<file path="config.mk">
export PLATFORM = sky130hd
export DESIGN_NAME = router_pkt_reader
export DESIGN_NICKNAME = d
export VERILOG_FILES = /design/src/rtl/router_pkt_reader.sv
export SDC_FILE = /design/constraint.sdc
export NUM_CORES = 1
export LEC_CHECK = 0
export CAP_MARGIN = 25
export CELL_PAD_IN_SITES_DETAIL_PLACEMENT = 2
export CELL_PAD_IN_SITES_GLOBAL_PLACEMENT = 2
export CORE_ASPECT_RATIO = 1.75
export CORE_MARGIN = 2
export CORE_UTILIZATION = 34
export DETAILED_ROUTE_END_ITERATION = 16
export GPL_TIMING_DRIVEN = 0
export PLACE_DENSITY = 0.87
export SLEW_MARGIN = 0
export SYNTH_ARGS = -nofsm -noshare
export SYNTH_HDL_FRONTEND = slang
export SYNTH_SLANG_ARGS = --single-unit
</file>
<file path="constraint.sdc">
create_clock -name clk -period 2.8 [get_ports clk]
set_input_delay 0.28 -clock clk [delete_from_list [all_inputs] [get_ports clk]]
set_output_delay 0.28 -clock clk [all_outputs]
set_load 0.005 [all_outputs]
</file>
<file path="src/rtl/router_pkt_reader.sv">
// router_pkt_reader: read-side consumer for one router output port.
// Pulls bytes from the port FIFO, reframes each packet and checks its parity.
module router_pkt_reader #(
  parameter int START_DELAY = 0,
  parameter int CNT_W       = 16
) (
  input  logic             clk,
  input  logic             resetn,
  input  logic             valid_out,
  input  logic             soft_reset,
  input  logic [7:0]       data_out,
  input  logic             sink_ready,
  output logic             read_enb,
  output logic [7:0]       pkt_data,
  output logic             pkt_valid,
  output logic             pkt_sop,
  output logic             pkt_eop,
  output logic             parity_err,
  output logic             abort,
  output logic             busy,
  output logic [CNT_W-1:0] pkt_count,
  output logic [7:0]       err_count
);

  typedef enum logic [2:0] {
    ST_IDLE     = 3'd0,
    ST_WAIT_DLY = 3'd1,
    ST_RD_HDR   = 3'd2,
    ST_RD_PAY   = 3'd3,
    ST_RD_PAR   = 3'd4
  } state_t;

  localparam logic [4:0]       DLY_INIT = 5'(START_DELAY);
  localparam logic [CNT_W-1:0] CNT_ONE  = {{(CNT_W-1){1'b0}}, 1'b1};

  function automatic logic [7:0] parity_acc(input logic [7:0] acc, input logic [7:0] b);
    return acc ^ b;
  endfunction

  state_t     state_r, state_next_s;
  logic [4:0] dly_cnt_r;
  logic       issued_r;
  logic [5:0] len_r, issue_cnt_r, rcv_cnt_r;
  logic [7:0] par_r;
  logic       rd_q_r;
  logic       issue_ok_s, read_enb_s, abort_s;
  logic       hdr_cap_s, pay_cap_s, par_cap_s, par_bad_s, emit_s;

  logic [7:0]       pkt_data_r, err_count_r;
  logic             pkt_valid_r, pkt_sop_r, pkt_eop_r, parity_err_r, abort_r, busy_r;
  logic [CNT_W-1:0] pkt_count_r;

  // Read gating, capture strobes and next-state selection.
  always_comb begin
    state_next_s = state_r;
    issue_ok_s   = 1'b0;
    abort_s      = soft_reset && (state_r != ST_IDLE);
    hdr_cap_s    = rd_q_r && (state_r == ST_RD_HDR);
    pay_cap_s    = rd_q_r && (state_r == ST_RD_PAY);
    par_cap_s    = rd_q_r && (state_r == ST_RD_PAR);
    par_bad_s    = (data_out != par_r);
    emit_s       = rd_q_r && !abort_s;

    // Header and parity get a single read each; payload reads stop at L.
    case (state_r)
      ST_RD_HDR: issue_ok_s = !issued_r;
      ST_RD_PAY: issue_ok_s = (issue_cnt_r < len_r);
      ST_RD_PAR: issue_ok_s = !issued_r;
      default:   issue_ok_s = 1'b0;
    endcase
    read_enb_s = issue_ok_s && valid_out && sink_ready;

    if (abort_s) begin
      state_next_s = ST_IDLE;
    end else begin
      case (state_r)
        ST_IDLE: begin
          if (valid_out) begin
            state_next_s = (DLY_INIT == 5'd0) ? ST_RD_HDR : ST_WAIT_DLY;
          end else begin
            state_next_s = ST_IDLE;
          end
        end
        ST_WAIT_DLY: begin
          if (dly_cnt_r <= 5'd1) begin
            state_next_s = ST_RD_HDR;
          end else begin
            state_next_s = ST_WAIT_DLY;
          end
        end
        ST_RD_HDR: begin
          if (hdr_cap_s) begin
            state_next_s = (data_out[7:2] == 6'd0) ? ST_RD_PAR : ST_RD_PAY;
          end else begin
            state_next_s = ST_RD_HDR;
          end
        end
        ST_RD_PAY: begin
          if (pay_cap_s && ((rcv_cnt_r + 6'd1) == len_r)) begin
            state_next_s = ST_RD_PAR;
          end else begin
            state_next_s = ST_RD_PAY;
          end
        end
        ST_RD_PAR: begin
          if (par_cap_s) begin
            state_next_s = ST_IDLE;
          end else begin
            state_next_s = ST_RD_PAR;
          end
        end
        default: state_next_s = ST_IDLE;
      endcase
    end
  end

  // State register.
  always_ff @(posedge clk or negedge resetn) begin
    if (!resetn) state_r <= ST_IDLE;
    else         state_r <= state_next_s;
  end

  // Read tracking, payload counters and running parity.
  always_ff @(posedge clk or negedge resetn) begin
    if (!resetn) begin
      rd_q_r      <= 1'b0;
      dly_cnt_r   <= 5'd0;
      issued_r    <= 1'b0;
      issue_cnt_r <= 6'd0;
      rcv_cnt_r   <= 6'd0;
      len_r       <= 6'd0;
      par_r       <= 8'd0;
    end else begin
      // A read issued while aborting is discarded when its data lands.
      rd_q_r      <= read_enb_s && !abort_s;
      dly_cnt_r   <= (state_r == ST_WAIT_DLY) ? (dly_cnt_r - 5'd1) : DLY_INIT;
      issued_r    <= (state_next_s != state_r) ? 1'b0 : (issued_r || read_enb_s);
      issue_cnt_r <= (state_r != ST_RD_PAY) ? 6'd0 : (issue_cnt_r + {5'd0, read_enb_s});
      rcv_cnt_r   <= (state_r != ST_RD_PAY) ? 6'd0 : (rcv_cnt_r + {5'd0, pay_cap_s});
      if (hdr_cap_s) begin
        len_r <= data_out[7:2];
        par_r <= data_out;
      end else if (pay_cap_s) begin
        par_r <= parity_acc(par_r, data_out);
      end
    end
  end

  // Framed output bytes, status pulses and packet counters.
  always_ff @(posedge clk or negedge resetn) begin
    if (!resetn) begin
      pkt_data_r   <= 8'd0;
      pkt_valid_r  <= 1'b0;
      pkt_sop_r    <= 1'b0;
      pkt_eop_r    <= 1'b0;
      parity_err_r <= 1'b0;
      abort_r      <= 1'b0;
      busy_r       <= 1'b0;
      pkt_count_r  <= {CNT_W{1'b0}};
      err_count_r  <= 8'd0;
    end else begin
      pkt_valid_r  <= emit_s;
      pkt_sop_r    <= hdr_cap_s && !abort_s;
      pkt_eop_r    <= par_cap_s && !abort_s;
      parity_err_r <= par_cap_s && !abort_s && par_bad_s;
      abort_r      <= abort_s;
      busy_r       <= (state_next_s != ST_IDLE);
      if (emit_s) pkt_data_r <= data_out;
      if (par_cap_s && !abort_s) begin
        if (par_bad_s) begin
          if (err_count_r != 8'hFF) err_count_r <= err_count_r + 8'd1;
        end else begin
          pkt_count_r <= pkt_count_r + CNT_ONE;
        end
      end
    end
  end

  assign read_enb   = read_enb_s;
  assign pkt_data   = pkt_data_r;
  assign pkt_valid  = pkt_valid_r;
  assign pkt_sop    = pkt_sop_r;
  assign pkt_eop    = pkt_eop_r;
  assign parity_err = parity_err_r;
  assign abort      = abort_r;
  assign busy       = busy_r;
  assign pkt_count  = pkt_count_r;
  assign err_count  = err_count_r;

endmodule
</file>
Yosys cells after proc, flatten, opt, wreduce, memory -nomap -nowiden
Index checks and enable logic that the tools add are counted.
Word-level totals
  bits in registers: 74
  input bits: 13
  output and inout bits: 39
  logic and storage cells: 74
Cells by class
  add/subtract/negate cells: 6
  $lt $le $gt $ge: 2
  eq/ne operators: 9
  multiplexer cells: 15
  bitwise logic cells: 2
  reductions and logical operators: 23
Operator list (count)
  $add A16 B1 Y16 const B: 1
  $mux W8: 2
  $mux W3: 5
  $pmux W3 S5: 1
  $add A6 B1 Y6: 2
  $logic_and A1 B1 Y1: 12
  $mux W6: 2
  $add A8 B1 Y8 const B: 1
  $ne A8 B8 Y1: 1
  $ne A8 B8 Y1 const B: 1
  $xor A8 B8 Y8: 1
  $add A6 B1 Y6 const B: 1
  $eq A3 B2 Y1 const B: 2
  $eq A6 B6 Y1: 1
  $logic_not A6 Y1: 1
  $lt A6 B6 Y1: 1
  $reduce_bool A3 Y1: 2
  $le A5 B1 Y1 const B: 1
  $mux W5: 1
  $sub A5 B1 Y5 const B: 1
  $mux W2: 2
  $eq A3 B1 Y1 const B: 1
  $eq A3 B3 Y1 const B: 1
  $logic_not A3 Y1: 1
  11 further kinds: 12

Logic depth before layout (Yosys ltp)
Gate-level depths: netlist of the first run.
  depth after elaboration: 8
  mapped depth: 12

Worst setup path before layout of the first run
No wires, ideal clock.
  path type: register -> register
  start point: reg len_r[2]
  end point: reg issue_cnt_r[4]
  library setup time: 0.132 ns
  arrival time: 2.282 ns
  data required time: 2.668 ns
  path slack: 0.386 ns
  stages on the path, launching flop included: 13
  clock period less this slack: 2.414 ns
  cells stage by stage: dfrtp_1 inv_1 ha_1 a21oi_1 o21ai_0 a2111oi_0 nor2_1 nor2_1 ha_1 ha_1 nand3_1 xor2_1 nor2_1
Between the ends
  cells in the longest elaborated chain, start to end: 6
Ends and longest elaborated chain
  start: declaration: RTL line 43  | logic [5:0] len_r, issue_cnt_r, rcv_cnt_r;
  start signal: assignment: RTL line 141  | len_r <= data_out[7:2];
  $lt A6 B6 Y1: RTL line 67  | ST_RD_PAY: issue_ok_s = (issue_cnt_r < len_r);
  $pmux W1 S2: RTL line 65  | case (state_r)
  $logic_and A1 B1 Y1 (2 in a row): RTL line 71  | read_enb_s = issue_ok_s && valid_out && sink_ready;
  via read_enb: RTL line 13  | output logic read_enb,
  $add A6 B1 Y6: RTL line 138  | issue_cnt_r <= (state_r != ST_RD_PAY) ? 6'd0 : (issue_cnt_r + {5'd0, read_enb_s});
  $mux W6: RTL line 138
  end signal: assignment: RTL line 138
  end: declaration: RTL line 43
The timed path passes the listed nets, and every way through them passes these cells.
A chain may end at the register's enable or synchronous reset.

Final worst setup path of the first run
  start point: reg len_r[4]
  end point: reg issue_cnt_r[4]
Between the ends
  cells in the longest elaborated chain, start to end: 6
Ends and longest elaborated chain (RTL line)
  $lt A6 B6 Y1: 67
  $pmux W1 S2: 65
  $logic_and A1 B1 Y1 (2 in a row): 71
  $add A6 B1 Y6: 138
  $mux W6: 138
No other way between the ends.

==> implementation parameters, run 1 <==
Parameter                              Value

Worst setup path
  Data arrival time of the worst path ... 2.87 ns
  R2r setup slk ... 0.13 ns
  Maximum fanout count along the critical path ... 3
  Crit path kind ... reg -> reg
  Critical Path End Type ... flop
  Logic depth of the worst register-to-register path ... 12
  Required time of the worst setup path ... 3.00 ns
  Kind of start point of the critical path ... flop

Clock tree
  CTS buffer count ... 9
  Master cell of the clock root buffer ... sky130_fd_sc_hd__clkbuf_16
  Worst-path clk slew ... 0.06 ns
  TritonCTS clock tree ... done
  Max Root-Sink Buffers ... 2
  Level count of the clock H-tree ... 3
  Later-pin clock latency in the skew report ... 0.34 ns
  TritonCTS sink count ... 74

Routing
  Count of antenna-violating nets left after detailed routing ... 0
  Final WL ... 12.3 mm
  DRC violations left ... 0
  Number of iterations in the first detailed-routing pass ... 4
  Routed wire length per instance ... 21.0 µm
  Number of vias after detailed routing ... 3142
  Initial DRC Count ... 121
  Detailed-route vias per instance ... 5.38

Outcome
  Run status ... complete, no violations

Pwr
  Pleak ... 2.19 nW
  Comb pwr share ... 0.303
  Cell internal power dissipation ... 2.36 mW
  Relative contribution of the clock network to total power ... 0.306
  Switching power share of the total ... 0.356
  Highest ir drop seen on vdd ... 380 µV
  Power density over the cells ... 769 mW/mm²
  Total Power ... 3.66 mW
  Net switching power ... 1.30 mW
  Part of the power in registers ... 0.391

Synth
  Number of warning messages in the yosys log ... 0
  Synthesized Nets ... 412
  Syn avg cell area ... 9.72 µm²
  Fraction of the yosys area taken by sequential cells ... 0.495
  Netlist Area Pre-Place ... 0.00374 mm²
  Register bit total from synthesis ... 74
  Number of cells produced by synthesis ... 385
  Library cells used by synthesis ... 45

Floorplanning
  Top Ports ... 52
  Core region area ... 0.0107 mm²
  Total number of placement rows ... 50
  Effective utilization at floorplan ... 0.350
  Overall die area ... 0.0119 mm²
  Die boundary height ... 143 µm
  Horizontal die dimension ... 83.3 µm

Layout
  Area used by multi-input combinational logic ... 0.00180 mm²
  Number of fill cells in the layout ... 1117
  Layout overhead on the synthesized area ... 27.2%
  Final net count ... 476
  Count of inserted antenna diode cells ... 0
  FF/Latch Area ... 0.00185 mm²
  Share of post-route cells with drive strength above 1 ... 0.101
  Final instance area ... 0.00476 mm²
  Non-filler cells, final ... 584

Placed design
  Post-detailed-placement cell area ... 0.00440 mm²
  Port Buffers ... 47
  Final weighted congestion in routability-driven placement ... 0.788
  DP Cell Count ... 563
  Total half-perimeter wirelength after legalization and detailed placement ... 8.47 mm

Global routing
  First-pass GRT wire length ... 19.6 mm
  GRT Total Usage ... 0.214
  Pin count of the biggest net entering global routing ... 63
  Total overflow reported by the global router ... 0
  Number of antenna violations at the first check in global routing ... 0
  Via count of the first global-routing pass ... 3676

Timing
  Setup skew after layout ... 0.00884 ns
  Final-layout worst hold slack ... 0.321 ns
  Max Clk Rate ... 375 MHz
  Unrepaired setup endpoints after global routing ... no
  Hold Vio Cnt, Final ... 0
  Share of the clock period used by the worst path after layout ... 0.953
  Pins over their slew limit ... 0
  Slew at the pin closest to its max-slew limit ... 0.508 ns
  TNS Setup ... 0 ns
  Min Clock Period, post-route ... 2.67 ns
  Number of setup violations in the final report ... 0
  Remaining max-slew budget at the tightest pin ... 0.657

Run
  Max Cap Viol ... 0

Min path
  Hold path cells ... 3
  Worst min path class ... in -> reg
[critical path, cell delays in order (launching register included)]
cell and delay (ns):
sky130_fd_sc_hd__dfrtp_1 0.37, sky130_fd_sc_hd__inv_1 0.08, sky130_fd_sc_hd__ha_1 0.33, sky130_fd_sc_hd__o211a_1 0.27, sky130_fd_sc_hd__a2111oi_4 0.42, sky130_fd_sc_hd__nor2_2 0.09
sky130_fd_sc_hd__nor2_2 0.15, sky130_fd_sc_hd__buf_4 0.13, sky130_fd_sc_hd__ha_2 0.19, sky130_fd_sc_hd__ha_2 0.19, sky130_fd_sc_hd__nand3_1 0.09, sky130_fd_sc_hd__xor2_1 0.14
sky130_fd_sc_hd__nor2_1 0.06
[synthesized netlist by cell type, drive strengths merged]
cell / count / share of area
a2111oi: 2 / 0.0064
a21boi: 1 / 0.0020
a21o: 1 / 0.0020
a21oi: 24 / 0.033
a31oi: 2 / 0.0033
a32oi: 1 / 0.0023
a41oi: 1 / 0.0023
and2: 7 / 0.012
and3: 6 / 0.010
and3b: 2 / 0.0047
and4: 1 / 0.0023
buf: 8 / 0.011
clkbuf: 9 / 0.0090
clkinv: 1 / 0.0010
dfrtp: 74 / 0.49
ha: 14 / 0.047
inv: 13 / 0.013
mux2: 3 / 0.0090
nand2: 51 / 0.051
nand2b: 5 / 0.0084
nand3: 18 / 0.024
nand4: 11 / 0.020
nand4b: 1 / 0.0023
nor2: 37 / 0.037
nor2b: 3 / 0.0050
nor3: 7 / 0.0094
nor3b: 1 / 0.0020
nor4: 4 / 0.011
o211a: 2 / 0.0053
o21a: 3 / 0.0060
o21ai: 17 / 0.023
o22ai: 2 / 0.0033
o2bb2ai: 1 / 0.0023
o31ai: 1 / 0.0057
o41ai: 1 / 0.0023
or3b: 1 / 0.0023
xnor2: 21 / 0.049
xor2: 28 / 0.066
[cell families after synthesis]
kind of cell | count (synthesis) | synth area share
AND/OR/NAND/NOR | 155 | 0.202
adder cells (fa/ha/maj) | 14 | 0.0468
XOR/XNOR | 49 | 0.115
flip-flops | 74 | 0.495
multiplexers | 3 | 0.00903
buffers and inverters | 31 | 0.0338
AO/OA/AOI/OAI | 59 | 0.0993
[metrics by stage]
step,utilization,worst slack [ns]
3_3_place_gp,0.409,-1.21
2_1_floorplan,-,0.386
4_1_cts,0.443,0.00285
3_5_place_dp,0.411,-0.287
6_report,0.445,0.132
5_1_grt,0.445,0.00236
[flip-flops by register name, indices dropped and copies added, names as in the netlist, 3 cells and up]
| name | cells |
|---|---|
| pkt_count | 16 |
| err_count | 8 |
| par_r | 8 |
| pkt_data | 8 |
| issue_cnt_r | 6 |
| len_r | 6 |
| rcv_cnt_r | 6 |
| dly_cnt_r | 5 |
| state_r | 3 |
[power groups by stage]
stage               Clock (mW)  Combinational, mW  Sequential [mW]
floorplan                    0              0.589             1.41
global placement             0              0.931             1.43
detailed placement           0               1.00             1.44
CTS                       1.14               1.10             1.43
global route              1.18               1.23             1.45
finish                    1.12               1.11             1.43
[per-layer routing]
layer,part of all wire,global-route usage
met5,0,0
met4,0.036,0.118
met3,0.022,0.0277
met2,0.58,0.420
met1,0.36,0.213
[layout by cell type, fill, tap and decap left out, types with 2 or more instances in the layout]
master,count
sky130_fd_sc_hd__dfrtp_1,73
sky130_fd_sc_hd__inv_1,12
sky130_fd_sc_hd__nor3_1,7
sky130_fd_sc_hd__a31oi_1,2
sky130_fd_sc_hd__nor2_1,35
sky130_fd_sc_hd__xnor2_1,21
sky130_fd_sc_hd__o21a_1,3
sky130_fd_sc_hd__a21oi_1,21
sky130_fd_sc_hd__nor4_1,3
sky130_fd_sc_hd__clkinvlp_4,4
sky130_fd_sc_hd__ha_2,2
sky130_fd_sc_hd__xor2_1,28
sky130_fd_sc_hd__nand4_1,10
sky130_fd_sc_hd__clkbuf_16,9
sky130_fd_sc_hd__mux2_2,3
sky130_fd_sc_hd__ha_1,12
sky130_fd_sc_hd__clkbuf_1,9
sky130_fd_sc_hd__and2_1,6
sky130_fd_sc_hd__o211a_1,2
sky130_fd_sc_hd__and3b_1,2
sky130_fd_sc_hd__buf_4,6
sky130_fd_sc_hd__a21oi_2,3
sky130_fd_sc_hd__buf_2,5
sky130_fd_sc_hd__nor2b_1,3
sky130_fd_sc_hd__nor2_2,2
sky130_fd_sc_hd__nand3_1,18
sky130_fd_sc_hd__buf_1,2
sky130_fd_sc_hd__o22ai_1,2
sky130_fd_sc_hd__o21ai_0,16
sky130_fd_sc_hd__and3_1,6
sky130_fd_sc_hd__nand2b_1,5
sky130_fd_sc_hd__nand2_1,51
sky130_fd_sc_hd__clkdlybuf4s50_1,45
[area by class of cell]
type / count / area share
buffer: 17 / 0.0158
clock buffer: 11 / 0.0510
clock inverter: 5 / 0.00815
inverter: 14 / 0.0110
multi-input combinational: 280 / 0.378
sequential: 74 / 0.389
tap: 130 / 0.0342
timing repair buffer: 53 / 0.112
[worst paths after layout]
| kind | from | to |
|---|---|---|
| min in group asynchronous | resetn | busy |
| min | data_out[6] | pkt_data[6] |
| min reg2reg | pkt_data[1] | pkt_data[1] |
| max | len_r[4] | issue_cnt_r[4] |
| max in group asynchronous | resetn | len_r[3] |
| max reg2reg | len_r[4] | issue_cnt_r[4] |
[what timing repair did]
item,4_1_cts,5_1_grt
resized for setup,7,8
hold buffers,1,0
pin swaps,3,1
setup endpoints to repair,6,5
hold endpoints to repair,12,0
setup buffers,4,0
Power figures use the tool's default switching activity.
==> run 2, diff against run 1 <==
--- a/config.mk
+++ b/config.mk
@@ -10,8 +10,9 @@
 export CELL_PAD_IN_SITES_GLOBAL_PLACEMENT = 2
 export CORE_ASPECT_RATIO = 1.75
 export CORE_MARGIN = 2
-export CORE_UTILIZATION = 34
+export CORE_UTILIZATION = 40
 export DETAILED_ROUTE_END_ITERATION = 16
+export DONT_BUFFER_PORTS = 1
 export GPL_TIMING_DRIVEN = 0
 export PLACE_DENSITY = 0.87
 export SLEW_MARGIN = 0
==> implementation parameters, run 2 (synthesis gave the netlist of run 1 again) <==
Parameter                              Value

Global routing
  Total overflow reported by the global router ... 0
  First-pass GRT wire length ... 18.0 mm
  Via count of the first global-routing pass ... 3485
  Pin count of the biggest net entering global routing ... 75
  GRT Total Usage ... 0.228
  Number of antenna violations at the first check in global routing ... 0

Timing
  Setup skew after layout ... 0.00360 ns
  Final-layout worst hold slack ... 0.0450 ns
  Number of setup violations in the final report ... 0
  Remaining max-slew budget at the tightest pin ... 0.632
  Min Clock Period, post-route ... 2.80 ns
  Hold Vio Cnt, Final ... 0
  Share of the clock period used by the worst path after layout ... 1.00
  Slew at the pin closest to its max-slew limit ... 0.547 ns
  Pins over their slew limit ... 0
  Max Clk Rate ... 357 MHz
  Worst-case setup margin in the final layout ... 0.0000906 ns

Placed design
  Final weighted congestion in routability-driven placement ... 0.789
  DP Cell Count ... 505
  Total half-perimeter wirelength after legalization and detailed placement ... 7.33 mm
  Port Buffers ... 0
  Setup Slack @ Placement ... -0.522 ns

Pwr
  Net switching power ... 1.23 mW
  Highest ir drop seen on vdd ... 392 µV
  Relative contribution of the clock network to total power ... 0.303
  Part of the power in registers ... 0.423
  Cell internal power dissipation ... 2.20 mW
  Power density over the cells ... 805 mW/mm²
  Switching power share of the total ... 0.358
  Comb pwr share ... 0.274
  Pleak ... 2.01 nW

Worst setup path
  Required time of the worst setup path ... 3.00 ns
  Crit path kind ... reg -> reg
  Maximum fanout count along the critical path ... 3
  Data arrival time of the worst path ... 3.00 ns
  Kind of start point of the critical path ... flop
  Critical Path End Type ... flop

Floorplanning
  Total number of placement rows ... 46
  Horizontal die dimension ... 77.1 µm
  Die boundary height ... 132 µm
  Top Ports ... 52
  Effective utilization at floorplan ... 0.412
  Core region area ... 0.00909 mm²
  Overall die area ... 0.0102 mm²

Routing
  Routed length on met2 ... 6.54 mm
  Initial DRC Count ... 57
  Number of vias after detailed routing ... 2937
  Routed wire length per instance ... 21.7 µm
  Detailed-routing wirelength on met1 ... 4.17 mm
  Highest metal layer with signal wires ... met4
  Number of iterations in the first detailed-routing pass ... 4
  Count of antenna-violating nets left after detailed routing ... 0
  Detailed-route vias per instance ... 5.58
  Met3 layer wire length in the routed design ... 349 µm
  DRC violations left ... 0
  Final WL ... 11.4 mm

Clock tree
  Worst-path clk slew ... 0.06 ns
  Max Root-Sink Buffers ... 2
  Master cell of the clock root buffer ... sky130_fd_sc_hd__clkbuf_16
  CTS buffer count ... 9
  TritonCTS sink count ... 74
  Level count of the clock H-tree ... 3
  TritonCTS clock tree ... done
  Later-pin clock latency in the skew report ... 0.34 ns

Min path
  Worst min path class ... in -> reg

Layout
  Layout overhead on the synthesized area ... 13.6%
  Non-filler cells, final ... 526
  Number of fill cells in the layout ... 1009
  Max FFs per register ... 16
  Most common cell after layout, fill and taps aside ... sky130_fd_sc_hd__dfrtp_1
  FF/Latch Area ... 0.00185 mm²
  Share of post-route cells with drive strength above 1 ... 0.103
  Commonest cells after routing, fill and taps aside ... sky130_fd_sc_hd__dfrtp_1 (74), sky130_fd_sc_hd__nand2_1 (51), sky130_fd_sc_hd__nor2_1 (36)
  Final net count ... 429
  Area used by multi-input combinational logic ... 0.00179 mm²
  Count of inserted antenna diode cells ... 0

Run
  Max Cap Viol ... 0

Outcome
  Run status ... complete, no violations
==> run 2: worst paths after layout <==
check / startpoint / end / slack, ns / cells after the start
min in group asynchronous: resetn / state_r[1] / 0.50 / 2
hold reg to reg: pkt_count[15] / pkt_count[15] / 0.51 / 1
setup / recovery: len_r[4] / issue_cnt_r[5] / 0.00009 / 13
max in group asynchronous: resetn / err_count[6] / 2.00 / 2
hold / removal: data_out[1] / pkt_data[1] / 0.04 / 2
setup reg to reg: len_r[4] / issue_cnt_r[5] / 0.00009 / 13
==> run 2: through the flow <==
stage          instance area, µm²  total power, mW  utilization  TNS [ns]
5_1_grt                      4250             3.61        0.468    -0.322
6_report                     4250             3.42        0.468         0
3_5_place_dp                 3890             2.25        0.428     -2.23
4_1_cts                      4230             3.39        0.465         0
3_3_place_gp                 3890             2.18        0.428    -0.921
2_1_floorplan                3740             1.99            -         0
==> run 2: critical path, cell delays in order, from the launching register on <==
cell and delay (ns):
sky130_fd_sc_hd__dfrtp_1 0.37, sky130_fd_sc_hd__inv_1 0.09, sky130_fd_sc_hd__ha_1 0.34, sky130_fd_sc_hd__a21oi_1 0.21
sky130_fd_sc_hd__nor2b_1 0.09, sky130_fd_sc_hd__a2111oi_2 0.34, sky130_fd_sc_hd__buf_4 0.18, sky130_fd_sc_hd__nor2_1 0.06
sky130_fd_sc_hd__nor2_2 0.21, sky130_fd_sc_hd__ha_2 0.26, sky130_fd_sc_hd__and3_1 0.19, sky130_fd_sc_hd__nand3_1 0.11
sky130_fd_sc_hd__xor2_1 0.17, sky130_fd_sc_hd__nor2_1 0.05
==> run 2: what timing repair did <==
action / CTS / global route
pin swaps: 3 / 3
endpoints found under the hold margin: 74 / 0
hold buffers: 2 / 0
setup buffers: 3 / 1
setup endpoints to repair: 7 / 3
resized for setup: 6 / 5
==> run 2: area by class of cell <==
cell class,count,share of cell area
Buffer,17,0.0177
Sequential cell,74,0.435
Inverter,14,0.0124
Clock buffer,10,0.0538
Tap cell,120,0.0353
Timing Repair Buffer,6,0.0159
Clock inverter,5,0.00765
Multi-Input combinational cell,280,0.422
==> run 2: layer usage <==
layer / global-route usage / up-vias
met3: 0.0479 / 26
li1: - / 1336
met1: 0.241 / 1518
met5: 0 / -
met4: 0.100 / 0
met2: 0.427 / 57
==> run 2: power groups by stage <==
stage                     Combinational (mW)  Sequential [mW]  Clock (mW)
after floorplan                        0.589             1.41           0
after global placement                 0.730             1.45           0
after detailed placement               0.792             1.46           0
after global routing                    1.04             1.47        1.10
final                                  0.938             1.45        1.04
after CTS                              0.893             1.45        1.06
